===== src/rtl/blink_monitor.sv =====
// Blink-line monitor: measures toggle-to-toggle half-period, locks on a stable rate,
// flags stuck lines and rate changes. Define BLINK_MONITOR_SYNC_EN for a 2-flop input synchroniser.
module blink_monitor #(
  parameter int unsigned      CBITS    = 28,
  parameter int unsigned      TOL      = 2,
  parameter int unsigned      LOCK_CNT = 4,
  parameter logic [CBITS-1:0] TIMEOUT  = {CBITS{1'b1}}
) (
  input  logic             clk,
  input  logic             rst,
  input  logic             led_in,
  output logic             edge_pulse,
  output logic             level,
  output logic [CBITS-1:0] half_period,
  output logic             period_vld,
  output logic             locked,
  output logic             mismatch,
  output logic             stuck
);

  localparam logic [CBITS-1:0] TolW     = CBITS'(TOL);
  localparam logic [3:0]       LockCntW = 4'(LOCK_CNT);

  typedef enum logic [1:0] {StIdle, StMeas, StTrack, StLocked} state_e;

  state_e           state_q, state_d;
  logic             s;
  logic             p_q;
  logic             edge_det;
  logic [CBITS-1:0] cnt_q, cnt_d;
  logic [3:0]       match_q, match_d;
  logic [3:0]       match_inc;
  logic [CBITS:0]   m_wide;
  logic [CBITS-1:0] m;
  logic [CBITS-1:0] diff;
  logic             in_tol;
  logic             timeout_hit;
  logic [CBITS-1:0] hp_d;
  logic             vld_d, locked_d, mis_d, stuck_d;

`ifdef BLINK_MONITOR_SYNC_EN
  logic [1:0] sync_q;
  always_ff @(posedge clk or negedge rst) begin
    if (!rst) sync_q <= '0;
    else      sync_q <= {sync_q[0], led_in};
  end
  assign s = sync_q[1];
`else
  assign s = led_in;
`endif

  assign edge_det = s ^ p_q;

  // Interval is cnt+1; clip to the counter width when cnt is all ones.
  assign m_wide    = {1'b0, cnt_q} + 1'b1;
  assign m         = m_wide[CBITS] ? {CBITS{1'b1}} : m_wide[CBITS-1:0];
  assign diff      = (m >= half_period) ? (m - half_period) : (half_period - m);
  assign in_tol    = (diff <= TolW);
  assign match_inc = match_q + 4'd1;

  // An edge in the same cycle as the timeout takes priority.
  assign timeout_hit = (state_q != StIdle) && (cnt_q == TIMEOUT) && !edge_det;

  always_comb begin
    state_d  = state_q;
    match_d  = match_q;
    hp_d     = half_period;
    vld_d    = 1'b0;
    locked_d = locked;
    mis_d    = 1'b0;
    stuck_d  = 1'b0;

    if (state_q == StIdle || edge_det || timeout_hit) cnt_d = '0;
    else if (cnt_q != TIMEOUT)                         cnt_d = cnt_q + 1'b1;
    else                                               cnt_d = cnt_q;

    unique case (state_q)
      StIdle: begin
        if (edge_det) state_d = StMeas;
      end
      StMeas: begin
        if (edge_det) begin
          state_d = StTrack;
          hp_d    = m;
          vld_d   = 1'b1;
          match_d = '0;
        end
      end
      StTrack: begin
        if (edge_det) begin
          hp_d  = m;
          vld_d = 1'b1;
          if (in_tol) begin
            match_d = match_inc;
            if (match_inc == LockCntW) begin
              state_d  = StLocked;
              locked_d = 1'b1;
            end
          end else begin
            match_d = '0;
            mis_d   = 1'b1;
          end
        end
      end
      StLocked: begin
        if (edge_det) begin
          hp_d  = m;
          vld_d = 1'b1;
          if (!in_tol) begin
            state_d  = StTrack;
            locked_d = 1'b0;
            mis_d    = 1'b1;
            match_d  = '0;
          end
        end
      end
      default: state_d = StIdle;
    endcase

    if (timeout_hit) begin
      state_d  = StIdle;
      stuck_d  = 1'b1;
      locked_d = 1'b0;
      hp_d     = '0;
      match_d  = '0;
    end
  end

  always_ff @(posedge clk or negedge rst) begin
    if (!rst) begin
      state_q     <= StIdle;
      p_q         <= 1'b0;
      cnt_q       <= '0;
      match_q     <= '0;
      edge_pulse  <= 1'b0;
      level       <= 1'b0;
      half_period <= '0;
      period_vld  <= 1'b0;
      locked      <= 1'b0;
      mismatch    <= 1'b0;
      stuck       <= 1'b0;
    end else begin
      state_q     <= state_d;
      p_q         <= s;
      cnt_q       <= cnt_d;
      match_q     <= match_d;
      edge_pulse  <= edge_det;
      level       <= s;
      half_period <= hp_d;
      period_vld  <= vld_d;
      locked      <= locked_d;
      mismatch    <= mis_d;
      stuck       <= stuck_d;
    end
  end

endmodule


===== config.mk =====
export PLATFORM = sky130hd
export DESIGN_NAME = blink_monitor
export DESIGN_NICKNAME = d
export VERILOG_FILES = /design/src/rtl/blink_monitor.sv
export SDC_FILE = /design/constraint.sdc
export NUM_CORES = 1
export LEC_CHECK = 0
export ABC_CLOCK_PERIOD_IN_PS = 13500
export CAP_MARGIN = 15
export CELL_PAD_IN_SITES_DETAIL_PLACEMENT = 0
export CELL_PAD_IN_SITES_GLOBAL_PLACEMENT = 2
export CORE_MARGIN = 10
export CORE_UTILIZATION = 40
export DETAILED_ROUTE_END_ITERATION = 10
export PLACE_DENSITY_LB_ADDON = 0.1
export SYNTH_ARGS = -nofsm -noshare
export SYNTH_HDL_FRONTEND = slang
export SYNTH_SLANG_ARGS = --single-unit

===== constraint.sdc =====
create_clock -name clk -period 13.5 [get_ports clk]
set_input_delay 3.375 -clock clk [delete_from_list [all_inputs] [get_ports clk]]
set_output_delay 3.375 -clock clk [all_outputs]
set_load 0.01 [all_outputs]

Yosys cells after proc, flatten, opt, wreduce, memory -nomap -nowiden. Cells that the tools add are included.

Bits in registers: 68. Input bits: 3. Output and inout bits: 34. Word-level logic and storage cells: 85.

Add/subtract/negate cells: 5. Magnitude comparators: 2. Eq/ne operators: 13. Multiplexer cells: 36. Bitwise logic cells: 1. Reductions and logical operators: 18.

Operators with widths (count): 28-bit two-way mux (7); 28-bit subtractor (2); 28-bit by 1-bit adder with 29-bit output (second input constant) (1); 28-bit by 1-bit adder with 28-bit output (second input constant) (1); 28-bit == test (second input constant) (1); 28-bit greater-or-equal comparator (1); 28-bit by 2-bit less-or-equal comparator with 1-bit output (second input constant) (1); 28-bit != test (second input constant) (1); 4-bit two-way mux (6); 3-bit != test (second input constant) (7); 2-bit two-way mux (8); 1-bit two-way mux (12); 4-bit case mux with 3 select lines (1); 2-bit case mux with 4 select lines (1); 2-bit nonzero test (4); 7-bit AND reduction (1); 6-bit AND reduction (1); 5-bit AND reduction (1); 4-bit by 1-bit adder with 4-bit output (second input constant) (1); 2-bit == test (second input constant) (2); 4-bit by 3-bit == test with 1-bit output (second input constant) (1); 4-bit nonzero test (1); 3-bit nonzero test (1); 3-bit OR reduction (1); 9 further kinds (11).

Depth between registers and ports, before layout. Gate-level depths: netlist of the first run.

Word-level depth: 9. Gate-level depth with buffers: 23. Depth with buffers taken out: 22.

Worst setup path before layout of the first run. Ideal clock, no wire load.

Path kind: reg2reg. From: register cnt_q[0]. To: register locked. Library setup time: 134 ps. Arrival: 5111 ps. Data required time: 13366 ps. Slack: 8256 ps. Stages on the path, launching flop included: 23. Path buffers: 3. Period minus slack after synthesis: 5244 ps. Cell sequence: dfrtp_1 ha_1 and3_1 nand2b_1 nor3_1 nand4_1 or2_2 clkbuf_1 buf_1 nand2_1 ha_1 clkbuf_8 and2_1 and2_4 a221oi_2 o21ai_1 xnor2_1 nand3_1 or4_1 o41a_1 nor4_4 mux2i_1 o211ai_2.

Cells in the longest elaborated chain, start to end: 7. Elaborated cells on any way between the ends: 18. Those cells by class: add/sub (3); order compare (2); eq/ne (6); mux (3); reduce/logical (4).

Ends and longest elaborated chain: start, declared (line 30) `logic [CBITS-1:0] cnt_q, cnt_d;`; start signal, assigned (line 145) `cnt_q <= cnt_d;`; 28-bit by 1-bit adder with 29-bit output (line 55) `assign m_wide = {1'b0, cnt_q} + 1'b1;`; 28-bit two-way mux (line 56) `assign m = m_wide[CBITS] ? {CBITS{1'b1}} : m_wide[CBITS-1:0];`; 28-bit subtractor or 28-bit greater-or-equal comparator (tied branches) (line 57) `assign diff = (m >= half_period) ? (m - half_period) : (half_period - m);`; 28-bit two-way mux (line 57); 28-bit by 2-bit less-or-equal comparator with 1-bit output (line 58) `assign in_tol = (diff <= TolW);`; 3-bit != test (no line); 6-bit AND reduction (no line); end signal, assigned (line 151) `locked <= locked_d;`; end, declared (line 16) `output logic locked,`.

Parallel ways exist; a longest one is shown, timed or not. A chain may end at the register's enable or synchronous reset.

Worst setup path after layout of the first run.
From: register cnt_q[0]. To: register match_q[2].

Cells in the longest elaborated chain, start to end: 9. Elaborated cells on any way between the ends: 20. Those cells by class: add/sub (3); order compare (2); eq/ne (5); mux (6); reduce/logical (4).

Ends and longest elaborated chain: 28-bit by 1-bit adder with 29-bit output (line 55); 28-bit two-way mux (line 56); 28-bit subtractor or 28-bit greater-or-equal comparator (tied branches) (line 57); 28-bit two-way mux (line 57); 28-bit by 2-bit less-or-equal comparator with 1-bit output (line 58); 4-bit two-way mux (line 93) `if (in_tol) begin`; 4-bit two-way mux (line 90) `if (edge_det) begin`; 4-bit case mux with 3 select lines (line 77) `unique case (state_q)`; 4-bit two-way mux (line 120) `if (timeout_hit) begin`; end signal, assigned (line 146) `match_q <= match_d;`; end, declared (line 31) `logic [3:0] match_q, match_d;`.

Parallel ways exist; a longest one is shown, timed or not. The select of a mux whose other input is x is not followed.

==> results of run 1 <==
## state kept, by name (all words and copies together), names as in the netlist
signal	count
state_q	2
match_q	4
p_q	1
mismatch	1
locked	1
period_vld	1
half_period	28
edge_pulse	1
cnt_q	28
stuck	1
## layer usage
metal  GRT usage [%]  part of all wire [%]  vias to the layer above
met1            27.1                    47                     2938
met4            6.66                   2.5                        0
li1                -                     -                     2906
met2            30.2                    45                      202
met3            4.05                   5.7                       43
met5               0                     0                        -
## stage by stage
step	utilization (%)	hold slack, ns
finish	45.3	0.540
global route	45.3	0.547
floorplan	-	0.466
detailed placement	43.5	0.523
global placement	43.4	0.483
CTS	45.3	0.534
## worst register-to-register path, stage by stage (launching register included)
cell and delay, ns:
dfrtp_1 0.42, ha_1 0.23, and3_1 0.25, nand2b_1 0.12
nor3_1 0.47, nand4_1 0.24, or2_2 0.58, nand2_1 0.22
ha_1 0.47, nand4_1 0.45, o221ai_1 0.75, a21boi_1 0.45
o21bai_1 0.48, mux2_2 0.40, nor4_1 0.43, a31o_2 0.25
nand4_1 0.15, nor4_4 0.60, nand3_1 0.23, o22ai_1 0.20
## report_power, final
group,switching [mW],internal [mW],total [mW]
clock network,0.101,0.131,0.231
registers,0.00571,0.209,0.214
logic,0.273,0.179,0.452
## logic make-up (layout without fill, tap and decap cells)
| kind of cell | after synthesis | count (layout) | share of synthesized area (%) |
|---|---|---|---|
| simple gates | 277 | 277 | 20.1 |
| compound gates | 231 | 231 | 23.0 |
| buf+inv | 113 | 134 | 7.99 |
| flops | 68 | 68 | 26.4 |
| xor+xnor | 65 | 65 | 8.84 |
| fa+ha+maj | 60 | 60 | 11.9 |
| mux | 11 | 11 | 1.75 |
## cell type report
class,count,share of cell area [%]
Clock inverter,6,0.646
Multi-Input combinational cell,644,59.1
Timing Repair Buffer,40,5.33
Tap cell,216,3.77
Clock buffer,10,3.34
Sequential cell,68,23.8
Inverter,78,4.09
## cells in the final DEF, fill, tap and decap left out, drive strengths merged, types with 3 or more instances in the layout
cell	netlist	routed
a211oi	3	3
o21a	8	8
inv	78	80
xor2	29	29
o211ai	7	7
and2	4	4
nand2	111	111
nor3	17	17
a221oi	4	4
a31oi	10	10
clkbuf	18	10
a21o	10	10
and3	8	8
xnor2	36	36
o221ai	4	4
o21ai	73	73
nor4	7	7
nand2b	4	4
clkdlybuf4s50	1	35
buf	16	5
dfrtp	68	68
and4	3	3
o2111ai	5	5
nand3	22	22
ha	58	58
nor2	64	64
o21bai	6	6
nand4	22	22
a22o	4	4
a21boi	4	4
a21oi	68	68
o22ai	6	6
nor2b	6	6
o31ai	4	4
mux2i	9	9
## final timing paths
check / from / endpoint / cells past startpoint / slack, ns
min reg2reg: match_q[2] / match_q[2] / 2 / 0.54
min: match_q[2] / match_q[2] / 2 / 0.54
max in group asynchronous: rst / half_period[22] / 2 / 9.67
max reg2reg: cnt_q[0] / match_q[2] / 19 / 6.03
min in group asynchronous: rst / half_period[6] / 2 / 3.21
max: cnt_q[0] / match_q[2] / 19 / 6.03
==> reports/results.ini, run 1 <==
[finish]
regArea_sq_um = 1700
layout-drive-gt1-share_pct = 5.32
layout.nets = 904
multi_input_area_sq_um = 4230
syn_to_final_growth_pct = 11.3
finalNonFillerCells = 1062
fill_cells = 1617
diodes = 0
postLayoutCellArea_sq_um = 7160

[clock_tree]
cts_sinks = 68
numCtsBuffers = 9
insertion_delay_ns = 0.35
cts_htree_levels = 3
postCtsHoldBufs = 0
clkTransAtPathRegs_ns = 0.06
postCtsSetupRepairBufs = 0
cts_resized = 0
cts_root_buf = clkbuf_16
cts_tree = built
clk_path_buf_depth = 2

[sta]
tightest_slew_ns = 0.912
slew_headroom_pct = 39.2
grt_setup_unrepaired = no
finalHoldViolations = 0
max_freq_ghz = 0.134
final-max-slew-violation-count = 0
worst_slack_ns = 6.03
fin_crit_sh_pct = 55.3
fin_setup_tns_ns = 0
period_minus_slack_ns = 7.47
finalClockSkew_ns = 0.00599
finalSetupViolations = 0

[detailed_routing]
drt-initial-drc-count = 595
remaining_drc_errors = 0
ant_nets = 0
via_count = 6089
wire_per_inst_microns = 20.3
dr.pass1.iters = 5
vias_per_cell = 5.73
routed_wl_microns = 21500

[die]
core_region_area_sq_um = 15800
pin_count = 37
dieArea_sq_um = 21600
die_h_microns = 147
start_util_pct = 40.7
rows = 46
fp.dieW_microns = 147

[setup_path]
cp_top_family = simple AND/OR/NAND/NOR gates
max_stage_delay_ns = 0.75
cp.required_ns = 13.77
cp_common_cell = nand4_1
path_class = register to register
worstPathArrival_ns = 7.74
setup.worst_path.start_class = register
cp_slowest_cell = o221ai_1
cp_num_buf_inv = 0
critPathMaxFanout = 28
end_kind = register
crit_chain = ha_1, and3_1, nand2b_1, nor3_1, nand4_1, or2_2, nand2_1, ha_1, nand4_1, o221ai_1, a21boi_1, o21bai_1, mux2_2, nor4_1, a31o_2, nand4_1, nor4_4, nand3_1, o22ai_1

[placed_design]
dpl.hpwl_microns = 17100
place.gp.congestion = 0.962
io_buffers = 36
place_ws_ns = 6.17
dp_cells = 1046
placed_area_sq_um = 6880

[yosys]
ys_warn_count = 0
synth.distinct_cells = 76
synth_area_leaders = dfrtp_1, ha_1, nand2_1
synth_fp_nets = 888
avgSynthCellArea_sq_um = 7.80
synth_edf_count = 0
netlist_area_sq_um = 6440
synth-seq-cells = 68
yosysTopAreaCellShare_pct = 26.4
synthTopCellsByCount = nand2_1, inv_1, dfrtp_1, o21ai_0, a21oi_1
netlist_instances = 825
yosys.cell_count.top_type = nand2_1
async_flop_share_pct = 100
seq_area_frac_synth_pct = 26.4
synth.largest_area_cell = dfrtp_1
synth-main-ff-cell = dfrtp_1

[power]
powerDensity_nw_per_um2 = 125
peakVddDrop_mv = 0.0719
p_leak_nw = 3.35
finalPower_uw = 897

[global_route]
antenna_found_initial = 0
grt_max_degree = 69
overflow = 0
globalRouteTotalUtil_pct = 19.8
grt_pass1_wl_microns = 33900
grt_pass1_vias = 5996

[run]
cap_violations = 0

[run_status]
outcome = finished clean

[hold_path]
worstHoldPathType = register to register

No activity file was read; power rests on OpenSTA's default activity.
==> inputs of run 2 (changes only) <==
--- a/config.mk
+++ b/config.mk
@@ -5,12 +5,12 @@
 export SDC_FILE = /design/constraint.sdc
 export NUM_CORES = 1
 export LEC_CHECK = 0
-export ABC_CLOCK_PERIOD_IN_PS = 13500
+export ABC_CLOCK_PERIOD_IN_PS = 6600
 export CAP_MARGIN = 15
 export CELL_PAD_IN_SITES_DETAIL_PLACEMENT = 0
 export CELL_PAD_IN_SITES_GLOBAL_PLACEMENT = 2
 export CORE_MARGIN = 10
-export CORE_UTILIZATION = 40
+export CORE_UTILIZATION = 33
 export DETAILED_ROUTE_END_ITERATION = 10
 export PLACE_DENSITY_LB_ADDON = 0.1
 export SYNTH_ARGS = -nofsm -noshare
==> constraint.sdc (replaced) <==
create_clock -name clk -period 6.6 [get_ports clk]
set_input_delay 1.65 -clock clk [delete_from_list [all_inputs] [get_ports clk]]
set_output_delay 1.65 -clock clk [all_outputs]
set_load 0.01 [all_outputs]
==> run 2 against run 1 <==
Setup slack worse by 5.6 ns. Non-clock buffer count up 8. Via count is 2.5% lower. Clock power grew 140%. First-iteration DRC count shrank 40%. Combinational power is 97% higher. Sequential share of layout area fell by 0.59 points. Global-route usage fell by 3.1 points. Clock skew rose by 0.0067 ns. Critical path type unchanged. Largest cell class unchanged. Highest routed layer unchanged.
==> reports/results.ini, run 2 (same netlist as run 1, synthesis figures left out) <==
[run_status]
outcome = finished clean

[die]
rows = 51
pin_count = 37
core_region_area_sq_um = 19300
die_h_microns = 160
start_util_pct = 33.3
dieArea_sq_um = 25500
fp.dieW_microns = 160

[placed_design]
dpl.hpwl_microns = 17400
placed_area_sq_um = 7010
io_buffers = 36
place.gp.congestion = 0.968
dp_cells = 1103

[clock_tree]
postCtsHoldBufs = 0
insertion_delay_ns = 0.34
cts_htree_levels = 3
clk_path_buf_depth = 2
numCtsBuffers = 9
cts_sinks = 68
clkTransAtPathRegs_ns = 0.06
cts_tree = built
cts_resized = 0
cts_root_buf = clkbuf_16
postCtsSetupRepairBufs = 0

[sta]
grt_setup_unrepaired = no
tightest_slew_ns = 0.963
fin_crit_sh_pct = 94.2
finalSetupViolations = 0
finalClockSkew_ns = 0.0127
max_freq_ghz = 0.161
period_minus_slack_ns = 6.21
finalHoldViolations = 0
slew_headroom_pct = 35.8
final-max-slew-violation-count = 0
fin_setup_tns_ns = 0

[detailed_routing]
routed_wl_microns = 21500
vias_per_cell = 5.31
ant_nets = 0
drt-initial-drc-count = 359
wire_per_inst_microns = 19.2
remaining_drc_errors = 0
via_count = 5938
dr.pass1.iters = 5

[finish]
postLayoutCellArea_sq_um = 7340
syn_to_final_growth_pct = 14.1
largestRegisters = cnt_q (28), half_period (28), match_q (4)
diodes = 0
layout.nets = 912
layout-drive-gt1-share_pct = 6.44
final_cell_mix = nand2_1, inv_1, dfrtp_1, o21ai_0, a21oi_1
layout_commonest_cell = nand2_1
finalNonFillerCells = 1119

[global_route]
grt_pass1_vias = 5970
globalRouteTotalUtil_pct = 16.7
grt_pass1_wl_microns = 34300
grt_max_degree = 69
overflow = 0
antenna_found_initial = 0

[setup_path]
crit_start = cnt_q[0]
worstPathArrival_ns = 6.43
max_stage_delay_ns = 0.49
crit_chain = ha_1, and3_1, nand2b_1, nor3_2, nand4_1, or2_2, buf_4, nand2_1, ha_1, and4_1, and2_4, a221oi_2, o21ai_1, xnor2_1, nand3_1, or4_1, o41a_1, nor4_4, buf_4, mux2i_1, o211ai_2
critPathMaxFanout = 16
path_class = register to register
rr_startpoint = cnt_q[0]
cp.required_ns = 6.81
end_kind = register
cp_top_family = simple AND/OR/NAND/NOR gates
cp_slowest_cell = or4_1
setup.worst_path.start_class = register
cp_num_buf_inv = 2

[hold_path]
worstHoldPathType = register to register
hp-start = cnt_q[0]

[power]
peakVddDrop_mv = 0.130
p_leak_nw = 3.42
powerDensity_nw_per_um2 = 256

[run]
cap_violations = 0

-- run 2: stage by stage --
step / utilization (%) / worst slack, ns / hold WS (ns) / power, mW
after floorplan: - / 1.36 / 0.466 / 1.10
after global placement: 36.2 / 0.275 / 0.498 / 1.34
after detailed placement: 36.2 / 0.229 / 0.510 / 1.33
after CTS: 38.0 / 0.201 / 0.521 / 1.90
after global routing: 38.0 / 0.0347 / 0.555 / 2.01
final: 38.0 / 0.385 / 0.530 / 1.88
-- run 2: cell type report --
cell class,count,area (sq um)
Sequential cell,68,1700
Fill cell,2038,12000
Clock inverter,6,95.1
Tap cell,265,332
Clock buffer,10,239
Multi-Input combinational cell,644,4240
Inverter,78,293
Timing Repair Buffer,48,448
-- run 2: power by group --
part | leakage (nW) | switching [mW] | total (mW) | internal [mW]
registers | 0.924 | 0.0125 | 0.439 | 0.427
logic | 2.33 | 0.509 | 0.892 | 0.383
clock network | 0.164 | 0.207 | 0.552 | 0.345
total | 3.42 | 0.729 | 1.88 | 1.16
-- run 2: routing by layer --
layer | track usage (%) | wire [microns]
met5 | 0 | 0
met1 | 23.7 | 10800
met4 | 4.93 | 420
met2 | 25.7 | 9490
met3 | 2.26 | 796
-- run 2: path summary, 6_finish.rpt --
path | endpoint | slack [ns] | cells after the start
setup / recovery | locked | 0.39 | 21
hold / removal | cnt_q[0] | 0.53 | 1
setup reg to reg | locked | 0.39 | 21
hold reg to reg | cnt_q[0] | 0.53 | 1
max in group asynchronous | cnt_q[18] | 4.53 | 1
min in group asynchronous | half_period[15] | 1.42 | 1
